File: src/rtl/uart_tx_pkg.sv
// Shared constants and types for the buffered UART transmitter: register map,
// STATUS bit layout and serializer states.
package uart_tx_pkg;

  localparam logic [1:0] ADDR_TXDATA = 2'd0;
  localparam logic [1:0] ADDR_STATUS = 2'd1;
  localparam logic [1:0] ADDR_BAUD   = 2'd2;
  localparam logic [1:0] ADDR_CTRL   = 2'd3;

  localparam int unsigned STAT_EMPTY   = 0;
  localparam int unsigned STAT_FULL    = 1;
  localparam int unsigned STAT_BUSY    = 2;
  localparam int unsigned STAT_OVF     = 3;
  localparam int unsigned STAT_COUNT   = 4;
  localparam int unsigned STAT_COUNT_W = 5;

  localparam int unsigned DIV_MIN = 2;

  typedef enum logic [1:0] {
    ST_IDLE,
    ST_START,
    ST_DATA,
    ST_STOP
  } tx_state_t;

endpackage

File: src/rtl/uart_tx_sync_fifo.sv
// Synchronous FIFO with flush; head entry is visible combinationally the cycle
// after it is pushed. Push while full is accepted only alongside a pop.
module uart_tx_sync_fifo #(
  parameter int unsigned WIDTH = 8,
  parameter int unsigned DEPTH = 16
) (
  input  logic                     clk_i,
  input  logic                     rst_n_i,
  input  logic                     i_push,
  input  logic [WIDTH-1:0]         i_data,
  input  logic                     i_pop,
  input  logic                     i_flush,
  output logic [WIDTH-1:0]         o_data,
  output logic                     o_full,
  output logic                     o_empty,
  output logic [$clog2(DEPTH):0]   o_count
);

  localparam int unsigned AW = $clog2(DEPTH);

  logic [WIDTH-1:0] r_mem [DEPTH];
  logic [AW-1:0]    r_wptr;
  logic [AW-1:0]    r_rptr;
  logic [AW:0]      r_count;
  logic             w_push;
  logic             w_pop;

  assign o_full  = (r_count == (AW+1)'(DEPTH));
  assign o_empty = (r_count == '0);
  assign o_count = r_count;
  assign o_data  = r_mem[r_rptr];

  assign w_pop  = i_pop & ~o_empty;
  // Flush discards a same-cycle push outright.
  assign w_push = i_push & ~i_flush & (~o_full | w_pop);

  always_ff @(posedge clk_i) begin
    if (w_push) r_mem[r_wptr] <= i_data;
  end

  always_ff @(posedge clk_i or negedge rst_n_i) begin
    if (!rst_n_i) begin
      r_wptr  <= '0;
      r_rptr  <= '0;
      r_count <= '0;
    end else if (i_flush) begin
      r_wptr  <= '0;
      r_rptr  <= '0;
      r_count <= '0;
    end else begin
      if (w_push) r_wptr <= r_wptr + AW'(1);
      if (w_pop)  r_rptr <= r_rptr + AW'(1);
      if (w_push && !w_pop)      r_count <= r_count + (AW+1)'(1);
      else if (w_pop && !w_push) r_count <= r_count - (AW+1)'(1);
    end
  end

endmodule

File: src/rtl/uart_tx_buffered.sv
// Buffered 8N1 UART transmitter on the UART core register port: TX FIFO,
// programmable baud divisor, status/control registers.
module uart_tx_buffered
  import uart_tx_pkg::*;
#(
  parameter int unsigned FIFO_DEPTH = 16,
  parameter int unsigned DIV_W      = 16,
  parameter int unsigned DIV_RST    = 434
) (
  input  logic        clk_i,
  input  logic        rst_n_i,
  input  logic [1:0]  addr_i,
  input  logic [31:0] write_data,
  input  logic        write_en,
  input  logic        i_uart_sel,
  output logic [31:0] read_data,
  output logic        uart_tx,
  output logic        irq_tx_empty_o
);

  localparam int unsigned CW = $clog2(FIFO_DEPTH) + 1;

  logic             w_wr, w_wr_tx, w_wr_stat, w_wr_baud, w_wr_ctrl, w_flush;
  logic             w_full, w_empty, w_pop, w_can_start, w_baud_done;
  logic [7:0]       w_head;
  logic [CW-1:0]    w_count;
  logic [DIV_W-1:0] w_div_wr;
  logic             w_unused;

  logic             r_ovf, r_tx_en, r_tx, r_irq;
  logic [DIV_W-1:0] r_div, r_div_lat, r_baud;
  logic [7:0]       r_shift;
  logic [2:0]       r_bit;
  tx_state_t        r_state;

  tx_state_t        w_state_nxt;
  logic [DIV_W-1:0] w_div_lat_nxt, w_baud_nxt;
  logic [7:0]       w_shift_nxt;
  logic [2:0]       w_bit_nxt;
  logic             w_tx_nxt;

  assign w_unused  = ^write_data;
  assign w_wr      = i_uart_sel & write_en;
  assign w_wr_tx   = w_wr & (addr_i == ADDR_TXDATA);
  assign w_wr_stat = w_wr & (addr_i == ADDR_STATUS);
  assign w_wr_baud = w_wr & (addr_i == ADDR_BAUD);
  assign w_wr_ctrl = w_wr & (addr_i == ADDR_CTRL);
  assign w_flush   = w_wr_ctrl & write_data[1];
  assign w_div_wr  = (write_data[DIV_W-1:0] < DIV_W'(DIV_MIN)) ? DIV_W'(DIV_MIN)
                                                               : write_data[DIV_W-1:0];

  uart_tx_sync_fifo #(
    .WIDTH (8),
    .DEPTH (FIFO_DEPTH)
  ) u_fifo (
    .clk_i   (clk_i),
    .rst_n_i (rst_n_i),
    .i_push  (w_wr_tx),
    .i_data  (write_data[7:0]),
    .i_pop   (w_pop),
    .i_flush (w_flush),
    .o_data  (w_head),
    .o_full  (w_full),
    .o_empty (w_empty),
    .o_count (w_count)
  );

  always_ff @(posedge clk_i or negedge rst_n_i) begin
    if (!rst_n_i) begin
      r_ovf   <= 1'b0;
      r_div   <= DIV_W'(DIV_RST);
      r_tx_en <= 1'b1;
    end else begin
      if (w_wr_tx && w_full && !w_pop && !w_flush) r_ovf <= 1'b1;
      else if (w_wr_stat && write_data[STAT_OVF])  r_ovf <= 1'b0;
      if (w_wr_baud) r_div   <= w_div_wr;
      if (w_wr_ctrl) r_tx_en <= write_data[0];
    end
  end

  assign w_can_start = r_tx_en & ~w_empty;
  assign w_baud_done = (r_baud == '0);

  // Frame start (from IDLE or end of STOP) pops the head and latches the divisor.
  always_comb begin
    w_state_nxt   = r_state;
    w_shift_nxt   = r_shift;
    w_bit_nxt     = r_bit;
    w_baud_nxt    = r_baud;
    w_div_lat_nxt = r_div_lat;
    w_pop         = 1'b0;
    unique case (r_state)
      ST_IDLE: begin
        if (w_can_start) begin
          w_pop         = 1'b1;
          w_shift_nxt   = w_head;
          w_div_lat_nxt = r_div;
          w_baud_nxt    = r_div - DIV_W'(1);
          w_state_nxt   = ST_START;
        end
      end
      ST_START: begin
        if (w_baud_done) begin
          w_baud_nxt  = r_div_lat - DIV_W'(1);
          w_bit_nxt   = '0;
          w_state_nxt = ST_DATA;
        end else begin
          w_baud_nxt = r_baud - DIV_W'(1);
        end
      end
      ST_DATA: begin
        if (w_baud_done) begin
          w_baud_nxt = r_div_lat - DIV_W'(1);
          if (r_bit == 3'd7) begin
            w_state_nxt = ST_STOP;
          end else begin
            w_shift_nxt = {1'b0, r_shift[7:1]};
            w_bit_nxt   = r_bit + 3'd1;
          end
        end else begin
          w_baud_nxt = r_baud - DIV_W'(1);
        end
      end
      ST_STOP: begin
        if (w_baud_done) begin
          if (w_can_start) begin
            w_pop         = 1'b1;
            w_shift_nxt   = w_head;
            w_div_lat_nxt = r_div;
            w_baud_nxt    = r_div - DIV_W'(1);
            w_state_nxt   = ST_START;
          end else begin
            w_state_nxt = ST_IDLE;
          end
        end else begin
          w_baud_nxt = r_baud - DIV_W'(1);
        end
      end
      default: w_state_nxt = ST_IDLE;
    endcase

    unique case (w_state_nxt)
      ST_START: w_tx_nxt = 1'b0;
      ST_DATA:  w_tx_nxt = w_shift_nxt[0];
      default:  w_tx_nxt = 1'b1;
    endcase
  end

  always_ff @(posedge clk_i or negedge rst_n_i) begin
    if (!rst_n_i) begin
      r_state   <= ST_IDLE;
      r_shift   <= '0;
      r_bit     <= '0;
      r_baud    <= '0;
      r_div_lat <= DIV_W'(DIV_RST);
      r_tx      <= 1'b1;
      r_irq     <= 1'b1;
    end else begin
      r_state   <= w_state_nxt;
      r_shift   <= w_shift_nxt;
      r_bit     <= w_bit_nxt;
      r_baud    <= w_baud_nxt;
      r_div_lat <= w_div_lat_nxt;
      r_tx      <= w_tx_nxt;
      r_irq     <= w_empty & (r_state == ST_IDLE);
    end
  end

  assign uart_tx        = r_tx;
  assign irq_tx_empty_o = r_irq;

  always_comb begin
    read_data = '0;
    unique case (addr_i)
      ADDR_STATUS: begin
        read_data[STAT_EMPTY] = w_empty;
        read_data[STAT_FULL]  = w_full;
        read_data[STAT_BUSY]  = (r_state != ST_IDLE);
        read_data[STAT_OVF]   = r_ovf;
        read_data[STAT_COUNT +: STAT_COUNT_W] = STAT_COUNT_W'(w_count);
      end
      ADDR_BAUD: read_data[DIV_W-1:0] = r_div;
      ADDR_CTRL: read_data[0]         = r_tx_en;
      default:   read_data            = '0;
    endcase
  end

endmodule

File: config.mk
export PLATFORM = sky130hd
export DESIGN_NAME = uart_tx_buffered
export DESIGN_NICKNAME = d
export VERILOG_FILES = /design/src/rtl/uart_tx_pkg.sv /design/src/rtl/uart_tx_sync_fifo.sv /design/src/rtl/uart_tx_buffered.sv
export SDC_FILE = /design/constraint.sdc
export NUM_CORES = 1
export LEC_CHECK = 0
export BUFFER_PORTS_ARGS = -buffer_cell sky130_fd_sc_hd__buf_4
export CORE_ASPECT_RATIO = 0.9
export CORE_MARGIN = 1
export CORE_UTILIZATION = 35
export DETAILED_ROUTE_END_ITERATION = 6
export SLEW_MARGIN = 20
export SYNTH_ARGS = -nofsm -noshare
export SYNTH_HDL_FRONTEND = slang
export SYNTH_SLANG_ARGS = --single-unit
File: constraint.sdc
create_clock -name clk_i -period 3.75 [get_ports clk_i]
set_input_delay 0.9375 -clock clk_i [delete_from_list [all_inputs] [get_ports clk_i]]
set_output_delay 0.9375 -clock clk_i [all_outputs]
set_load 0.05 [all_outputs]
# Word level (Yosys, flattened, before mapping)
# Memory sizes are Yosys's and may differ from the RTL's.
# Index checks and enable logic that the tools add are counted.
# word_totals
register_bits	78
ram_bits	128
input_bits	38
word_cells	121
memories	1
# mem_list
memory	words	word_bits	rd	rd_clocked_by_memory_dff	write_ports	line_no	rtl
u_fifo.r_mem	16	8	1	0	1	uart_tx_sync_fifo.sv:21	logic [WIDTH-1:0] r_mem [DEPTH];
# classes
addsub	8
order_cmp	1
n_eq_ne	14
n_mux	42
bitwise_logic	15
reduce_logical	26
# op_table
operator	count
$mux 16	6
$pmux 16 s3	1
$sub 16x1->16 const B	3
$mux 8	4
$pmux 16 s2	1
$pmux 8 s3	1
$logic_not 16->1	1
$lt 16x2->1 const B	1
$mux 4	4
$pmux 8 s2	1
$mux 5	3
$reduce_bool 2->1	6
$and 1x1->1	11
$eq 2x2->1 const B	5
$mux 2	5
$mux 3	3
$add 4x1->4 const B	2
$ne 2x2->1 const B	4
$pmux 2 s4	1
$reduce_and 4->1	2
$mux 1	7
$mux 7	1
$eq 2x1->1 const B	3
$logic_and 1x1->1	6
16 further kinds	24

# Depth between registers and ports, before layout
# Gate-level depths: netlist (run 1).
# depth
depth_word	14
mapped_depth	16
mapped_depth_nobuf	16

# Modules after synthesis
# A second synthesis (run 1) with hierarchy kept.
# hier_totals
cells_unflattened	787
area_unflattened_um2	10359.9
# modules_own_cells
mod	n_inst	cells_each	area_each_um2
uart_tx_sync_fifo	1	318	5873.1
uart_tx_buffered	1	469	4486.8

# Least setup slack after synthesis (run 1)
# No wires, ideal clock.
# synth_path
path_kind	input to register
start	input addr_i[0]
end	register u_fifo.r_count[4], in the netlist u_fifo.o_count[4]
setup_time_ns	0.078
arrival_ns	3.607
required_time_ns	3.672
setup_slack_ns	0.065
path_stages	15
path_buffers	2
cell_sequence	ha_1 > and4_1 > clkbuf_1 > nor4_1 > a22oi_1 > nand2_1 > buf_2 > ha_1 > inv_1 > fa_1 > a21o_1 > a21oi_1 > xnor2_1 > or3_1 > a21oi_1
# synth_between
elab_chain_cells	9
word_cells_on_any_way	14
# synth_lines
element	line_no	rtl
start, declared	uart_tx_buffered.sv:12	input logic [1:0] addr_i,
$eq 2x2->1	uart_tx_buffered.sv:47	assign w_wr_ctrl = w_wr & (addr_i == ADDR_CTRL);
$and 1x1->1	uart_tx_buffered.sv:47	
$and 1x1->1	uart_tx_buffered.sv:48	assign w_flush = w_wr_ctrl & write_data[1];
$not 1->1	uart_tx_sync_fifo.sv:35	assign w_push = i_push & ~i_flush & (~o_full | w_pop);
$and 1x1->1 (2 in series)	uart_tx_sync_fifo.sv:35	
$logic_and 1x1->1 / $logic_not 1->1 (equally long branches)	uart_tx_sync_fifo.sv:53, uart_tx_sync_fifo.sv:54	
$mux 5 / $logic_and 1x1->1 (equally long branches)	uart_tx_sync_fifo.sv:53, uart_tx_sync_fifo.sv:54	
$mux 5 / $reduce_bool 3->1 (equally long branches)	n/a	
end signal, assigned	uart_tx_sync_fifo.sv:53	if (w_push && !w_pop) r_count <= r_count + (AW+1)'(1);
end signal, assigned	uart_tx_sync_fifo.sv:54	else if (w_pop && !w_push) r_count <= r_count - (AW+1)'(1);
end, declared	uart_tx_sync_fifo.sv:24	logic [AW:0] r_count;
# Parallel ways exist; a longest one is shown, timed or not.
# A chain may end at the register's enable or synchronous reset.

# Worst setup path after layout (run 1)
# layout_path
start	register r_baud[0]
end	register u_fifo.r_count[4], in the netlist u_fifo.o_count[4]
# layout_between
elab_chain_cells	9
word_cells_on_any_way	13
# layout_lines
element	line_no	rtl
start, declared	uart_tx_buffered.sv:31	logic [DIV_W-1:0] r_div, r_div_lat, r_baud;
start signal, assigned	uart_tx_buffered.sv:162	r_baud <= w_baud_nxt;
$logic_not 16->1 *	uart_tx_buffered.sv:82	assign w_baud_done = (r_baud == '0);
$mux 1 *	uart_tx_buffered.sv:125	if (w_baud_done) begin
$pmux 1 s2 *	uart_tx_buffered.sv:92	unique case (r_state)
$and 1x1->1 *	uart_tx_sync_fifo.sv:33	assign w_pop = i_pop & ~o_empty;
$or 1x1->1	uart_tx_sync_fifo.sv:35	
$and 1x1->1	uart_tx_sync_fifo.sv:35	
$logic_and 1x1->1 / $logic_not 1->1 (equally long branches)	uart_tx_sync_fifo.sv:53, uart_tx_sync_fifo.sv:54	
$mux 5 / $logic_and 1x1->1 (equally long branches)	uart_tx_sync_fifo.sv:53, uart_tx_sync_fifo.sv:54	
$mux 5 / $reduce_bool 3->1 (equally long branches)	n/a	
# Mark *: on every way between the ends. The rest lies on a longest branch, timed or not.

==> results of run 1 <==
power breakdown:
group / total (µW) / internal (µW) / switching (µW) / leakage (µW)
clock: 2390 / 1470 / 924 / 0.000388
combinational: 3200 / 1470 / 1740 / 0.00184
sequential: 3300 / 2780 / 522 / 0.00211
total: 8900 / 5710 / 3180 / 0.00434
kinds of logic after synthesis:
kind of cell,count (synthesis),synth area share
AOI/OAI and AO/OA,123,0.0845
xor gates and xnor gates,46,0.0389
adders and majority gates,27,0.0334
buffers and inverters,80,0.0380
DFF,206,0.562
muxes,78,0.120
other,1,0.000362
and+or+nand+nor,225,0.123
worst max-delay path by stage:
stage                   start           endpoint  cells past startpoint
finish              r_baud[0]  u_fifo.o_count[4]                     15
floorplan           addr_i[0]  u_fifo.o_count[4]                     15
global route        r_baud[0]  u_fifo.o_count[4]                     15
CTS                 r_baud[0]  u_fifo.o_count[4]                     15
detailed placement  addr_i[0]  u_fifo.o_count[4]                     14
global placement    addr_i[0]  u_fifo.o_count[4]                     14
critical path, stage by stage, from the launching register on:
cell	delay (ns)
dfrtp_1	0.40
inv_1	0.11
ha_1	0.24
nor4b_4	0.29
and4_4	0.33
a21oi_2	0.08
nor3_1	0.24
inv_1	0.09
ha_1	0.24
inv_1	0.16
ha_1	0.28
a21o_1	0.17
a21oi_1	0.17
xnor2_1	0.09
or3_1	0.31
a21oi_1	0.14
cells in the mapped netlist, drive strengths merged, types with 4 or more instances:
master and instances:
nor4 15, mux2i 14, dfrtp 65, edfxtp 128, o21ai 16, nor3b 6
a221o 5, a22o 5, and4 7, dfstp 13, xor2 18, and2 12
o32ai 4, mux2 30, or3 6, a31oi 6, and4b 5, nand4 8
xnor2 28, mux4 34, nand3 16, nor2 62, clkbuf 27, a211oi 7
ha 26, o22ai 8, or4 6, nor2b 14, nor3 22, a22oi 11
a2111oi 6, nor4b 5, buf 34, inv 19, a21oi 35, nand2 29
layer usage:
layer	up-vias	track usage
li1	3049	-
met5	-	0
met4	0	0.0348
met2	185	0.249
met3	23	0.0230
met1	3340	0.237
per-stage QoR:
| stage | util | hold WS (ns) | instances |
|---|---|---|---|
| 2_1_floorplan | - | 0.443 | 801 |
| 3_3_place_gp | 0.383 | 0.475 | 1208 |
| 3_5_place_dp | 0.383 | 0.475 | 1208 |
| 4_1_cts | 0.411 | 0.400 | 1250 |
| 5_1_grt | 0.411 | 0.424 | 1250 |
| 6_report | 0.411 | 0.397 | 1250 |
what timing repair did:
action / in CTS / in global routing
gates resized for setup: 0 / 1
setup endpoints to repair: 0 / 1
hold buffers: 0 / 0
cell type report:
type                       instances  area [µm²]  area share
sequential                       206        5810       0.487
multi-input combinational        515        4210       0.353
clock buffer                      33         633      0.0531
timing repair buffer              72         541      0.0453
tap                              396         495      0.0415
clock inverter                     9         169      0.0142
inverter                          19        71.3     0.00598
registers in the layout, summed over array words and instances, names as in the netlist:
register	cells
u_fifo.r_rptr	4
r_div	16
r_shift	8
r_bit	3
r_ovf	1
u_fifo.r_mem	128
r_baud	16
r_tx_en	1
uart_tx	1
r_div_lat	16
irq_tx_empty_o	1
u_fifo.r_wptr	4
r_state	2
u_fifo.o_count	5
==> run summary, run 1 <==
Final nets = 902
Crit start category = register
Worst r2r dst = u_fifo.o_count[4]
Routed Antenna Nets = 0
Worst-path maximum fanout = 5
Clk slew on worst S/H paths = 0.06 ns
Final WL = 23.8 mm
Routability-driven placement congestion ratio = 0.789
Design area = 11900 µm²
CP required = 4.20 ns
Final hold vios = 0
Setup Skew = 0.0164 ns
Initial antenna violation count = 0
Met1 WL = 11.5 mm
Synth area leaders = edfxtp_1 (37%), dfrtp_1 (16%), mux4_2 (7.4%), dfstp_2 (3.3%), mux2_2 (3.3%)
Ys async rst share = 0.379
Pre-CTS WS = 0.0677 ns
Via count = 6597
Dpl cell area = 11100 µm²
VDD IR max = 0.417 mV
Top Layer Used = met4
Synth unique cells = 74
Worst r2r src = r_baud[0]
Clock sink total = 206
Leakage = 0.00434 µW
Num CTS Buffers = 23
Site Rows = 59
Vias per cell = 5.28
Min cycle time layout = 3.41 ns
Layout cells sized above 1 = 0.240
Most frequent cells in the layout = edfxtp_1 (128), buf_4 (72), dfrtp_1 (64), nor2_1 (61), mux4_2 (34)
Syn Inst Count = 786
H-tree Lvls = 1
Final worst setup slack = 0.341 ns
Core area = 29000 µm²
Synthesis-to-finish area growth = 15.3%
Initial core utilization = 0.357
Vias in the first global route = 6415
Port Buf Inserts = 39
CTS tree = built
Average cell area after synthesis = 13.2 µm²
F_max = 293 MHz
Period Utilization, post-route = 0.909
Die height = 165 µm
Number of cells on the worst reg-to-reg path = 15
Main flop type after synthesis = edfxtp_1
Die ar. = 30300 µm²
DRC viols = 0
Number of top-level pins = 72
Commonest non-fill, non-tap cell in the layout = edfxtp_1
Status = complete, no violations
Total GRT Usage = 0.160
First-pass GRT wire length = 37.2 mm
Post-synth EDFFs = 128
Setup TNS Final = 0 ns
Largest area contributor in the netlist = edfxtp_1
Die width = 183 µm
Worst path arrival time = 3.85 ns
Root Buffer = clkbuf_16
Pin count of the biggest net entering global routing = 38
Hold/Removal Path Class = in -> async
Max cap viols = 0
Clk_lat worst skew = 0.53 ns
Ys Warns = 0
Slew HR = 0.586
Pwr Density = 746 nW/µm²
Worst-Margin Slew = 0.617 ns
Final setup fails = 0
Routed WL per cell = 19.1 µm
DR WL met2 = 10.8 mm
Worst setup EP type = register
Detailed Place HPWL = 16.5 mm
CP Class = reg -> reg
Top-area cell type share of the netlist area = 0.372
Unrepaired setup endpoints after global routing = no
Grt ovf = 0
Fill count = 2716
Initial DRC count = 497
TritonRoute pass-1 iters = 5
Sequential share of the synthesized area = 0.562
Post-synthesis register bit count = 206
Synth Cell Area = 10300 µm²
Post-CTS setup buffers = 0
Power, Total = 8900 µW
Pins Over Slew Limit = 0
CTS Buffer Depth = 3
Met3 wire length = 1.21 mm
R2r setup slk = 0.34 ns
Diode count = 0
No activity file was read; power rests on OpenSTA's default activity.
==> run 2, diff against run 1 <==
Settings changed: CTS_BUF_LIST set to sky130_fd_sc_hd__clkbuf_8, GPL_TIMING_DRIVEN set to 0, REMOVE_ABC_BUFFERS set to 1.
==> run 2 against run 1 <==
Net effect:
- combinational power decreased by 6.3%
- core utilization decreased by 0.51 points
- power down 5.6%
- setup slack lost 0.16 ns
- wire length up 0.12%
- clock power fell by 20%
- sequential share of layout area is 0.65 points higher
- critical path depth is 3 lower
- clock skew is 0.0033 ns higher
- critical endpoint unchanged
- largest cell class unchanged
==> run summary, run 2 (synthesized netlist as in run 1, its figures left out) <==
Number of top-level pins = 72 (unchanged)
Pins Over Slew Limit = 0 (unchanged)
Synthesis-to-finish area growth = 13.9% (was 15.3%)
Port Buf Inserts = 39 (unchanged)
Diode count = 0 (unchanged)
Initial DRC count = 429 (was 497)
Max cap viols = 0 (unchanged)
Comb power frac = 0.357 (was 0.360)
Grt ovf = 0 (unchanged)
Clk slew on worst S/H paths = 0.06 ns (about the same)
Pwr Density = 713 nW/µm² (was 746 nW/µm²)
Layout cells sized above 1 = 0.252 (was 0.240)
Detailed Place HPWL = 15.8 mm (was 16.5 mm)
Worst r2r dst = u_fifo.o_count[4] (unchanged)
Layout Utilization = 0.406 (was 0.411)
Final setup fails = 0 (unchanged)
Number of cells on the worst reg-to-reg path = 12 (was 15)
Most frequent cells in the layout = edfxtp_1 (128), dfrtp_1 (62), nor2_1 (60), buf_4 (53), clkbuf_8 (39) (was edfxtp_1 (128), buf_4 (72), dfrtp_1 (64), nor2_1 (61), mux4_2 (34))
Power, Total = 8400 µW (was 8900 µW)
Int Power = 5190 µW (was 5710 µW)
Status = complete, no violations (unchanged)
Die height = 165 µm (unchanged)
Clock sink total = 206 (unchanged)
Via count = 6551 (was 6597)
Commonest non-fill, non-tap cell in the layout = edfxtp_1 (unchanged)
Psw = 3210 µW (was 3180 µW)
Routed Antenna Nets = 0 (unchanged)
VDD IR max = 0.495 mV (was 0.417 mV)
CP Class = reg -> reg (unchanged)
Die ar. = 30300 µm² (unchanged)
R2r setup slk = 0.18 ns (was 0.34 ns)
Total GRT Usage = 0.162 (was 0.160)
H-tree Lvls = 2 (was 1)
Die width = 183 µm (unchanged)
Switching share of power = 0.382 (was 0.358)
Final WL = 23.9 mm (was 23.8 mm)
Max reg flops = 128 (unchanged)
Slew HR = 0.318 (was 0.586)
Core area = 29000 µm² (unchanged)
Placed Instances = 1181 (was 1208)
Initial antenna violation count = 0 (unchanged)
Setup Skew = 0.0197 ns (was 0.0164 ns)
Worst-path maximum fanout = 9 (was 5)
First-pass GRT wire length = 37.8 mm (was 37.2 mm)
Vias in the first global route = 6507 (was 6415)
Worst setup EP type = register (unchanged)
Dpl cell area = 11000 µm² (was 11100 µm²)
Hold-fix buffers, CTS = 0 (unchanged)
Num CTS Buffers = 38 (was 23)
Clk_lat worst skew = 0.54 ns (was 0.53 ns)
Period Utilization, post-route = 0.952 (was 0.909)
Root Buffer = clkbuf_8 (was clkbuf_16)
Worst path arrival time = 4.03 ns (was 3.85 ns)
Pin count of the biggest net entering global routing = 79 (was 38)
DRC viols = 0 (unchanged)
Design area = 11800 µm² (was 11900 µm²)
CP required = 4.21 ns (was 4.20 ns)
Routability-driven placement congestion ratio = 0.803 (was 0.789)
Min cycle time layout = 3.57 ns (was 3.41 ns)
Final hold vios = 0 (unchanged)
Sequential share of power = 0.415 (was 0.371)
Hold/Removal Path Class = in -> async (unchanged)
TritonRoute pass-1 iters = 5 (unchanged)
Leakage = 0.00429 µW (was 0.00434 µW)
Crit start category = register (unchanged)
F_max = 280 MHz (was 293 MHz)
Initial core utilization = 0.357 (unchanged)
Clock Power Share = 0.228 (was 0.269)
Post-route non-filler standard cell count = 1260 (was 1250)
Worst r2r src = r_baud[8] (was r_baud[0])
Unrepaired setup endpoints after global routing = no (unchanged)
Vias per cell = 5.20 (was 5.28)
Site Rows = 59 (unchanged)
Largest register by flop count = u_fifo.r_mem (unchanged)
CTS Buffer Depth = 3 (unchanged)
Routed WL per cell = 18.9 µm (was 19.1 µm)
Final nets = 901 (was 902)
CTS tree = built (unchanged)
Worst-Margin Slew = 1.02 ns (was 0.617 ns)
-- run 2: area by class of cell --
cell class / count / area, µm²
fill: 2737 / 17200
sequential: 206 / 5820
multi-input combinational: 515 / 4280
clock buffer: 39 / 537
tap: 396 / 495
timing repair buffer: 56 / 448
clock inverter: 29 / 134
inverter: 19 / 71.3
-- run 2: what timing repair did --
item,4_1_cts,5_1_grt
gates cloned,0,0
endpoints found under the setup margin,17,2
buffers inserted,2,9
resized for setup,7,2
pin swaps,2,3
-- run 2: worst max-delay path: stages (launching register included) --
cell,delay (ns)
dfrtp_1,0.47
nor4_4,0.52
and4_4,0.42
nand4_1,0.28
nand2_4,0.18
ha_1,0.20
inv_1,0.12
fa_1,0.43
a21o_1,0.19
a21oi_1,0.16
xnor2_1,0.09
or3_1,0.30
a21oi_1,0.14
-- run 2: per-stage QoR --
stage                     hold slack [ns]  setup TNS, ns  worst slack (ns)
final                               0.458              0             0.181
after global routing                0.503              0           0.00240
after CTS                           0.482              0           0.00769
after detailed placement            0.468          -4.02            -0.773
after global placement              0.467        -117.44             -1.54
after floorplan                     0.443         -0.263            -0.263
-- run 2: metal layers --
layer  global-route usage  share of wire  up-vias
li1                     -              -     3062
met1                0.238           0.49     3292
met2                0.245           0.44      160
met3               0.0296          0.051       37
met4               0.0458          0.017        0
met5                    0              0        -
-- run 2: worst max path at each step --
stage | startpoint | slack, ns | to | cells after the start
floorplan | u_fifo.o_count[1] | -0.26 | u_fifo.o_count[4] | 12
global placement | u_fifo.o_count[0] | -1.54 | u_fifo.r_mem[5][5] | 6
detailed placement | addr_i[0] | -0.77 | u_fifo.o_count[4] | 14
CTS | u_fifo.o_count[0] | 0.008 | u_fifo.o_count[4] | 12
global route | r_baud[8] | 0.002 | u_fifo.o_count[4] | 12
finish | r_baud[8] | 0.18 | u_fifo.o_count[4] | 12
-- run 2: power by group through the flow --
stage          registers [µW]  clock network [µW]  logic [µW]
5_1_grt                  3580                2080        3290
6_report                 3490                1910        3000
3_3_place_gp             3500                   0        2870
3_5_place_dp             3520                   0        2920
2_1_floorplan            3300                   0        2210
4_1_cts                  3490                1970        2960
